## src/rtl/timer_regressivo.sv

```systemverilog
// timer_regressivo: BCD m:ss countdown timer with load, start, pause/cancel and done flag
module timer_regressivo #(
  parameter int TICKS_PER_SEC = 100
) (
  input  logic       clk,
  input  logic       reset,
  input  logic       load,
  input  logic [3:0] load_mins,
  input  logic [3:0] load_sec_tens,
  input  logic [3:0] load_sec_ones,
  input  logic       start,
  input  logic       stop,
  output logic [3:0] mins,
  output logic [3:0] sec_tens,
  output logic [3:0] sec_ones,
  output logic       running,
  output logic       done
);
  localparam int W = $clog2(TICKS_PER_SEC);
  typedef enum logic [1:0] {IDLE, RUNNING, PAUSED, DONE} state_t;
  state_t state, state_n;
  logic [W-1:0] presc, presc_n;
  logic [3:0] mins_n, tens_n, ones_n, dec_m, dec_t, dec_o;
  logic tick, zero, load_ok;
  always_ff @(posedge clk) begin
    if (reset) begin
      state    <= IDLE;
      presc    <= '0;
      mins     <= '0;
      sec_tens <= '0;
      sec_ones <= '0;
      running  <= 1'b0;
      done     <= 1'b0;
    end else begin
      state    <= state_n;
      presc    <= presc_n;
      mins     <= mins_n;
      sec_tens <= tens_n;
      sec_ones <= ones_n;
      running  <= state_n == RUNNING;
      done     <= state_n == DONE;
    end
  end
  always_comb begin
    tick    = presc == W'(TICKS_PER_SEC - 1);
    dec_o   = sec_ones == 4'd0 ? 4'd9 : sec_ones - 4'd1;
    dec_t   = sec_ones != 4'd0 ? sec_tens : sec_tens == 4'd0 ? 4'd5 : sec_tens - 4'd1;
    dec_m   = (sec_ones == 4'd0 && sec_tens == 4'd0) ? mins - 4'd1 : mins;
    zero    = {dec_m, dec_t, dec_o} == 12'd0;
    load_ok = load && state != RUNNING;
    state_n = state;
    presc_n = presc;
    mins_n  = mins;
    tens_n  = sec_tens;
    ones_n  = sec_ones;
    if (load_ok) begin
      state_n = IDLE;
      presc_n = '0;
      mins_n  = load_mins > 4'd9 ? 4'd9 : load_mins;
      tens_n  = load_sec_tens > 4'd5 ? 4'd5 : load_sec_tens;
      ones_n  = load_sec_ones > 4'd9 ? 4'd9 : load_sec_ones;
    end else if (stop) begin
      state_n = state == RUNNING ? PAUSED : IDLE;
      presc_n = state == RUNNING ? presc : '0;
      mins_n  = state == PAUSED ? 4'd0 : mins;
      tens_n  = state == PAUSED ? 4'd0 : sec_tens;
      ones_n  = state == PAUSED ? 4'd0 : sec_ones;
    end else if (start && (state == IDLE || state == PAUSED) && {mins, sec_tens, sec_ones} != 12'd0) begin
      state_n = RUNNING;
    end else if (state == RUNNING) begin
      presc_n = tick ? '0 : presc + W'(1);
      mins_n  = tick ? dec_m : mins;
      tens_n  = tick ? dec_t : sec_tens;
      ones_n  = tick ? dec_o : sec_ones;
      state_n = (tick && zero) ? DONE : RUNNING;
    end
  end
endmodule
```

## config.mk

```make
export PLATFORM = sky130hd
export DESIGN_NAME = timer_regressivo
export DESIGN_NICKNAME = d
export VERILOG_FILES = /design/src/rtl/timer_regressivo.sv
export SDC_FILE = /design/constraint.sdc
export NUM_CORES = 1
export LEC_CHECK = 0
export ABC_AREA = 0
export CAP_MARGIN = 10
export CORE_UTILIZATION = 54
export CTS_CLUSTER_DIAMETER = 60
export DETAILED_ROUTE_END_ITERATION = 8
export GPL_TIMING_DRIVEN = 1
export PLACE_DENSITY = 0.81
export RECOVER_POWER = 25
export SLEW_MARGIN = 5
export SYNTH_ARGS = -nofsm -noshare
export SYNTH_HDL_FRONTEND = slang
export SYNTH_SLANG_ARGS = --single-unit
```

## constraint.sdc

```tcl
create_clock -name clk -period 6.2 [get_ports clk]
set_clock_uncertainty 0.05 [all_clocks]
set_input_delay 1.86 -clock clk [delete_from_list [all_inputs] [get_ports clk]]
set_output_delay 1.86 -clock clk [all_outputs]
set_load 0.1 [all_outputs]
```

# == After elaboration in Yosys (flattened, before gate mapping) ==
# Cells that the tools add are included.
# totals
reg_bits,23
# classes
n_addsub,4
n_lt_le_gt_ge,3
n_eq_ne,10
n_mux,34
n_reduce_logical,18
# op_table
op,n
2-to-1 mux 4 bit,23
2-to-1 mux 7 bit,5
zero test 12 bit,1
2-to-1 mux 2 bit,6
nonzero test 12 bit,1
"subtractor 4 x 1 -> 4 bit, second input constant",3
"greater-than comparator 4 bit, second input constant",2
zero test 4 bit,2
"adder 7 x 1 -> 7 bit, second input constant",1
"== test 7 bit, second input constant",1
nonzero test 3 bit,2
logical AND 1 bit,5
"== test 2 x 1 -> 1 bit, second input constant",2
"== test 2 bit, second input constant",2
"greater-than comparator 4 x 3 -> 1 bit, second input constant",1
"inequality test 2 bit, second input constant",2
AND reduction 4 bit,1
nonzero test 4 bit,1
"inequality test 3 x 1 -> 1 bit, second input constant",1
"inequality test 3 bit, second input constant",1
AND reduction 3 bit,1
zero test 2 bit,1
"inequality test 2 x 1 -> 1 bit, second input constant",1
nonzero test 2 bit,1
other kinds (2),2

# == Logic depth before layout (Yosys ltp) ==
# Gate-level depths: netlist of run 1.
# logic_depth
ltp_word,11
depth_mapped,7

# == Worst setup path before layout of run 1 ==
# OpenSTA, ideal clock, no wires.
# synth_timing
path_type,register to output
start,register sec_tens[1]
end,output port sec_tens[1]
arrival_time_ps,1055
setup_slack_ps,3235
stages_incl_launch_ff,1
path_buffers,0
path_cell_list,dfxtp_1
# synth_rtl
item,line,text
start: declaration,14,"output logic [3:0] sec_tens,"
start signal: assignment,38,sec_tens <= tens_n;
# No word-level cell between the ends.

# == Worst setup path in the final report of run 1 ==
# layout_timing
start,register sec_ones[0]
end,output port sec_ones[0]
# layout_rtl
item,line,text
start: declaration,15,"output logic [3:0] sec_ones,"
start signal: assignment,39,sec_ones <= ones_n;
# No word-level cell between the ends.

==> results of run 1 <==
==> logic make-up (layout without fill, tap and decap cells) <==
group,Yosys count,count (layout),share of synthesized area
adders and majority gates,3,3,0.0260
and+or+nand+nor,86,86,0.323
buffers and inverters,12,40,0.0364
muxes,1,1,0.00694
DFF,23,23,0.319
xor gates and xnor gates,5,5,0.0304
AOI/OAI and AO/OA,59,59,0.258
==> worst max path at each step <==
stage	end	cells past startpoint
global route	sec_ones[0]	1
detailed placement	sec_ones[3]	6
finish	sec_ones[0]	1
global placement	sec_ones[3]	6
CTS	sec_ones[0]	1
floorplan	sec_tens[1]	0
==> placed cells by master (no fill, tap or decap), types with 4 or more instances in the layout <==
master	count
or3_1	6
inv_1	6
a21oi_1	18
o21ai_0	17
nor2_1	24
clkdlybuf4s50_1	29
nor3_1	10
nand2_1	12
nand3_1	6
and2_1	4
dfxtp_1	23
nor4_1	4
==> power groups by stage <==
stage	sequential (mW)	combinational (mW)	clock [mW]
final	0.166	0.144	0.0722
after global routing	0.168	0.154	0.0779
after CTS	0.166	0.143	0.0726
after detailed placement	0.169	0.143	0
after global placement	0.168	0.140	0
after floorplan	0.208	0.0642	0
==> worst register-to-register path, stage by stage (launching register included) <==
cell and delay [ns]:
dfxtp_1 0.43, or4_4 0.60, nor3_4 0.36, nor3_1 0.09
o31ai_1 0.49, o21ba_2 0.20
==> through the flow <==
| stage | std cells | util |
|---|---|---|
| floorplan | 189 | - |
| global placement | 243 | 0.700 |
| detailed placement | 243 | 0.700 |
| CTS | 247 | 0.711 |
| global route | 247 | 0.711 |
| finish | 247 | 0.711 |
==> per-layer routing <==
layer / track usage / up-vias / routed length [um]
met5: 0 / - / 0
met4: 0.127 / 0 / 65
met3: 0.0395 / 9 / 310
met2: 0.531 / 77 / 2000
met1: 0.363 / 727 / 1610
li1: - / 765 / -
==> synth_stat cells (all sizes together), types with 3 or more instances <==
cell type,count,area [um2]
a21oi,18,90.1
and2,4,25.0
and3,3,18.8
clkbuf,5,18.8
dfxtp,23,460
ha,3,37.5
inv,6,22.5
nand2,12,45.0
nand3,6,30.0
nor2,24,90.1
nor3,11,66.3
nor4,4,25.0
o21ai,18,90.1
o41ai,3,26.3
or3,6,37.5
xnor2,3,26.3
==> final cells by class <==
cell class | instances | area (um2) | share of cell area
sequential | 23 | 460 | 0.259
timing repair buffer | 30 | 300 | 0.169
inverter | 6 | 22.5 | 0.0127
multi-input combinational | 154 | 930 | 0.523
clock buffer | 4 | 26.3 | 0.0148
tap | 30 | 37.5 | 0.0211
==> sequential cells by signal, indices dropped and copies added (netlist names) <==
signal,count
presc,7
mins,4
sec_ones,4
sec_tens,4
state,2
done,1
running,1
==> tab_implementation.tex, run 1 <==
\begin{tabular}{lr}
\hline
Metric & Value \\
\hline
\multicolumn{2}{l}{\textbf{Pwr}} \\
Overall power after layout & 0.383 mW \\
Clk pwr share & 0.189 \\
Cell internal power dissipation & 0.227 mW \\
Power density over the cells & 215 mW/mm2 \\
Largest vdd supply drop & 0.175 mV \\
Proportion of power drawn by flip-flops and latches & 0.434 \\
Leakage power total & 0.624 nW \\
Proportion of power drawn by combinational gates & 0.377 \\
Power spent charging and discharging nets & 0.156 mW \\
Fraction of power spent switching nets & 0.407 \\
\multicolumn{2}{l}{\textbf{Final layout}} \\
N\_diodes & 0 \\
Total non-filler cell area in the finished layout & 0.00178 mm2 \\
Final layout net count & 238 \\
Share of layout cells above drive strength 1 & 0.0507 \\
Area added between synthesis and finish & 23.2\% \\
Number of filler instances in the final layout & 219 \\
\multicolumn{2}{l}{\textbf{STA}} \\
Hold violation total from the final report & 0 \\
Final Slew Violations & 0 \\
Fin crit period & 3.98 ns \\
Max Clk Rate & 251 MHz \\
Sum Neg Setup Slack & 0 ns \\
Transition time of the tightest slew-check pin & 1.02 ns \\
Final number of setup-violating endpoints & 0 \\
Minimum hold slack & 0.486 ns \\
Worst-case headroom to the max-slew limit & 0.319 \\
Final worst-path setup slack & 2.22 ns \\
Unrepaired setup endpoints after global routing & no \\
Final worst path period share & 0.642 \\
\multicolumn{2}{l}{\textbf{Synthesis}} \\
Number of synthesized flops with an enable pin & 0 \\
Syn\_nets & 209 \\
Avg Cell Area, Syn & 7.63 um2 \\
Post-synthesis sequential element count & 23 \\
Netlist cell types & 47 \\
Most used flip-flop cell after synthesis & dfxtp\_1 \\
Total number of yosys warnings & 0 \\
Instance count of the mapped netlist & 189 \\
Share of synthesized flip-flops with an asynchronous set or reset & 0 \\
Synth Cell Area & 0.00144 mm2 \\
Sequential share of the synthesized area & 0.319 \\
\multicolumn{2}{l}{\textbf{Placement}} \\
Port Buf Inserts & 30 \\
Worst-case setup slack after placement & 2.20 ns \\
Detailed placement HPWL & 2.94 mm \\
Cell area after placement & 0.00175 mm2 \\
Placer congestion estimate & 0.850 \\
\multicolumn{2}{l}{\textbf{Floorplanning}} \\
Starting utilization of the core area & 0.577 \\
I/O pin count & 31 \\
FP Rows & 18 \\
Area of the die & 0.00288 mm2 \\
Horiz. Die Dim & 53.7 um \\
Area of the placeable core & 0.00250 mm2 \\
Height of the die & 53.7 um \\
\multicolumn{2}{l}{\textbf{Routing}} \\
DR WL/cell & 16.2 um \\
Total Routed Length & 3.99 mm \\
Average via count per standard cell & 6.39 \\
Total number of vias & 1578 \\
Drt pass-1 iters & 4 \\
\# DRC & 0 \\
Number of antenna-violating nets in the routed design & 0 \\
Number of design-rule violations left by the first detailed-router iteration & 48 \\
\multicolumn{2}{l}{\textbf{Setup path}} \\
Startpoint of the lowest-slack register-to-register path & sec\_ones[0] \\
Max incr delay on CP & 1.21 ns \\
Worst setup path class & reg -> out \\
Buffer and inverter count on the worst path & 1 \\
Reg-to-reg critical path endpoint & running \\
Required time of the critical path & 4.29 ns \\
Maximum net fanout on the critical path & 11 \\
Kind of cell with the highest combined delay on the critical path & buffers and inverters \\
Path depth of the worst reg2reg path & 5 \\
Nature of the critical path endpoint & output pin \\
Critical-path top delay cell & clkdlybuf4s50\_1 \\
Element type at the critical path start & flip-flop \\
Source of the critical timing path & sec\_ones[0] \\
Reg-to-reg slack, setup & 3.94 ns \\
Arrival @ worst endpoint & 2.07 ns \\
Chain of cells forming the critical path & clkdlybuf4s50\_1 \\
\multicolumn{2}{l}{\textbf{Hold path}} \\
Startpoint of the lowest-slack hold path & mins[0] \\
Hold worst-path end & mins[0] \\
Worst hold stages & 2 \\
Hold WC Path Type & reg -> reg \\
\multicolumn{2}{l}{\textbf{Outcome}} \\
Status & finished clean \\
\multicolumn{2}{l}{\textbf{Clocking}} \\
Number of levels the H-tree was split into & 1 \\
Worst skew pair latency & 0.32 ns \\
CTS tree & yes \\
Clock transition at path regs & 0.13 ns \\
Maximum number of buffers from clock root to sink & 2 \\
Hold bufs inserted after CTS & 0 \\
Clock sink count & 23 \\
Number of post-CTS setup repair buffers & 0 \\
Post-CTS sizing & 0 \\
Number of buffers created by CTS & 3 \\
Cell at the root of the clock tree & clkbuf\_4 \\
\multicolumn{2}{l}{\textbf{Global route}} \\
Number of antenna violations at the first check in global routing & 0 \\
Pin count of the biggest net entering global routing & 15 \\
Global-route wire length before repair & 6.31 mm \\
Congestion Overflow GR & 0 \\
Overall Global Routing Usage & 0.302 \\
Vias in the first global route & 1406 \\
\multicolumn{2}{l}{\textbf{Job}} \\
\# Max-Cap Violations & 0 \\
\hline
\end{tabular}
Power figures use the tool's default switching activity.
==> run 2: changes to the inputs <==
CORE_UTILIZATION = 50   (was 54)
PLACE_DENSITY = 0.76   (was 0.81)
clock period = 4.1 ns   (was 6.2 ns; I/O delays follow)
==> run 2 against run 1 <==
Effect of this change: sequential power grew 51%; first-iteration DRC count increased by 33%; global-route usage decreased by 4.4 points; sequential share of layout area is 0.54 points higher; non-clock buffer count unchanged; critical endpoint is now sec_tens[3]; flip-flop and latch count unchanged; critical path depth did not move; design area decreased by 2.0%; highest routed layer unchanged; largest power group unchanged; count of clock-buffer cells in the layout shrank 1; combinational power increased by 47%; via count decreased by 2.0%.
==> tab_implementation.tex, run 2 (same netlist as run 1, synthesis figures left out) <==
\begin{tabular}{lr}
\hline
Metric & Value \\
\hline
\multicolumn{2}{l}{\textbf{Global route}} \\
Global-route wire length before repair & 6.41 mm \\
Pin count of the biggest net entering global routing & 15 \\
Overall Global Routing Usage & 0.258 \\
Congestion Overflow GR & 0 \\
Vias in the first global route & 1435 \\
Number of antenna violations at the first check in global routing & 0 \\
\multicolumn{2}{l}{\textbf{STA}} \\
Final number of setup-violating endpoints & 0 \\
Transition time of the tightest slew-check pin & 1.18 ns \\
Minimum hold slack & 0.484 ns \\
Max Clk Rate & 311 MHz \\
Hold violation total from the final report & 0 \\
Worst-case headroom to the max-slew limit & 0.218 \\
Final Slew Violations & 0 \\
Fin crit period & 3.22 ns \\
Unrepaired setup endpoints after global routing & no \\
Sum Neg Setup Slack & 0 ns \\
Final worst path period share & 0.784 \\
\multicolumn{2}{l}{\textbf{Setup path}} \\
Startpoint of the lowest-slack register-to-register path & sec\_ones[0] \\
Buffer and inverter count on the worst path & 1 \\
Arrival @ worst endpoint & 1.94 ns \\
CP Depth & 1 \\
Path depth of the worst reg2reg path & 5 \\
Critical path endpoint & sec\_tens[3] \\
Source of the critical timing path & sec\_tens[3] \\
Max incr delay on CP & 1.17 ns \\
Chain of cells forming the critical path & clkdlybuf4s50\_1 \\
Nature of the critical path endpoint & output pin \\
Maximum net fanout on the critical path & 6 \\
Required time of the critical path & 2.82 ns \\
Reg-to-reg slack, setup & 1.90 ns \\
Element type at the critical path start & flip-flop \\
Critical-path top delay cell & clkdlybuf4s50\_1 \\
Reg-to-reg critical path endpoint & mins[3] \\
Worst setup path class & reg -> out \\
Kind of cell with the highest combined delay on the critical path & buffers and inverters \\
\multicolumn{2}{l}{\textbf{Final layout}} \\
Core Util, Final & 0.637 \\
Commonest cells after routing, fill and taps aside & nor2\_1 (24), dfxtp\_1 (23), clkdlybuf4s50\_1 (21), a21oi\_1 (18), o21ai\_0 (17) \\
N\_diodes & 0 \\
Register bank with the most flops & presc \\
Area taken by multi-input logic gates & 930 um2 \\
Area added between synthesis and finish & 20.6\% \\
Most common cell after layout, fill and taps aside & nor2\_1 \\
Number of filler instances in the final layout & 262 \\
Sequential cell area & 460 um2 \\
Final layout net count & 238 \\
Flip-flop count of the largest register after layout & 7 \\
Post-route non-filler standard cell count & 248 \\
Share of layout cells above drive strength 1 & 0.0691 \\
\multicolumn{2}{l}{\textbf{Floorplanning}} \\
FP Rows & 19 \\
Height of the die & 55.7 um \\
Horiz. Die Dim & 55.7 um \\
Starting utilization of the core area & 0.528 \\
Area of the placeable core & 0.00273 mm2 \\
Area of the die & 0.00310 mm2 \\
I/O pin count & 31 \\
\multicolumn{2}{l}{\textbf{Pwr}} \\
Cell internal power dissipation & 0.336 mW \\
Fraction of power spent switching nets & 0.411 \\
Power spent charging and discharging nets & 0.234 mW \\
Proportion of power drawn by flip-flops and latches & 0.441 \\
Leakage power total & 0.620 nW \\
Clk pwr share & 0.189 \\
Overall power after layout & 0.570 mW \\
Proportion of power drawn by combinational gates & 0.371 \\
Largest vdd supply drop & 0.226 mV \\
Power density over the cells & 327 mW/mm2 \\
\multicolumn{2}{l}{\textbf{Clocking}} \\
Hold bufs inserted after CTS & 0 \\
Clock transition at path regs & 0.13 ns \\
Post-CTS sizing & 0 \\
Clock sink count & 23 \\
Cell at the root of the clock tree & clkbuf\_4 \\
Number of post-CTS setup repair buffers & 0 \\
Number of levels the H-tree was split into & 1 \\
Worst skew pair latency & 0.31 ns \\
CTS tree & yes \\
Number of buffers created by CTS & 3 \\
Maximum number of buffers from clock root to sink & 2 \\
\multicolumn{2}{l}{\textbf{Routing}} \\
Number of design-rule violations left by the first detailed-router iteration & 64 \\
Number of antenna-violating nets in the routed design & 0 \\
Total Routed Length & 3.83 mm \\
DR WL/cell & 15.5 um \\
Average via count per standard cell & 6.24 \\
Drt pass-1 iters & 4 \\
\# DRC & 0 \\
Total number of vias & 1547 \\
\multicolumn{2}{l}{\textbf{Job}} \\
\# Max-Cap Violations & 0 \\
\multicolumn{2}{l}{\textbf{Placement}} \\
Placer congestion estimate & 0.909 \\
Port Buf Inserts & 30 \\
Number of placed cells counting well taps & 244 \\
Detailed placement HPWL & 2.78 mm \\
\multicolumn{2}{l}{\textbf{Hold path}} \\
Hold WC Path Type & reg -> reg \\
Startpoint of the lowest-slack hold path & presc[3] \\
\multicolumn{2}{l}{\textbf{Outcome}} \\
Status & finished clean \\
\hline
\end{tabular}
-- run 2: changes by cell type in the layout (fill, tap and decap cells not counted) --
| cell | change |
|---|---|
| buf_4 | +3 |
| clkdlybuf4s50_1 | -8 |
| clkbuf_1 | +4 |
| clkinv_2 | +1 |
-- run 2: cell type report --
cell class	instances	share of cell area
Sequential cell	23	0.265
Tap cell	31	0.0223
Timing Repair Buffer	30	0.150
Inverter	6	0.0129
Clock inverter	1	0.00288
Multi-Input combinational cell	154	0.534
Clock buffer	3	0.0129
-- run 2: worst min-delay path, delay by kind of cell (launching register included) --
| kind | cells | cell delay (ns) |
|---|---|---|
| flops | 1 | 0.36 |
| compound gates | 2 | 0.14 |
-- run 2: metal layers --
layer,global-route usage,vias up,part of all wire
li1,-,762,-
met1,0.316,737,0.45
met2,0.437,42,0.50
met3,0.0442,6,0.038
met4,0.125,0,0.013
met5,0,-,0
-- run 2: through the flow --
stage                     area, um2  worst slack (ns)
after floorplan                1440              1.59
after global placement         1730             0.793
after detailed placement       1730             0.698
after CTS                      1760             0.899
after global routing           1740             0.810
final                          1740             0.884
-- run 2: worst min path at each step --
| stage | slack (ns) | cells past startpoint | endpoint |
|---|---|---|---|
| after floorplan | 0.43 | 2 | presc[1] |
| after global placement | 0.45 | 2 | presc[3] |
| after detailed placement | 0.47 | 2 | presc[1] |
| after CTS | 0.49 | 2 | presc[3] |
| after global routing | 0.53 | 2 | presc[1] |
| final | 0.48 | 2 | presc[3] |
-- run 2: power groups by stage --
stage | combinational [mW] | clock (mW) | sequential, mW
after detailed placement | 0.212 | 0 | 0.256
after global placement | 0.208 | 0 | 0.255
after CTS | 0.214 | 0.112 | 0.251
after global routing | 0.225 | 0.122 | 0.254
final | 0.211 | 0.107 | 0.251
after floorplan | 0.0970 | 0 | 0.315
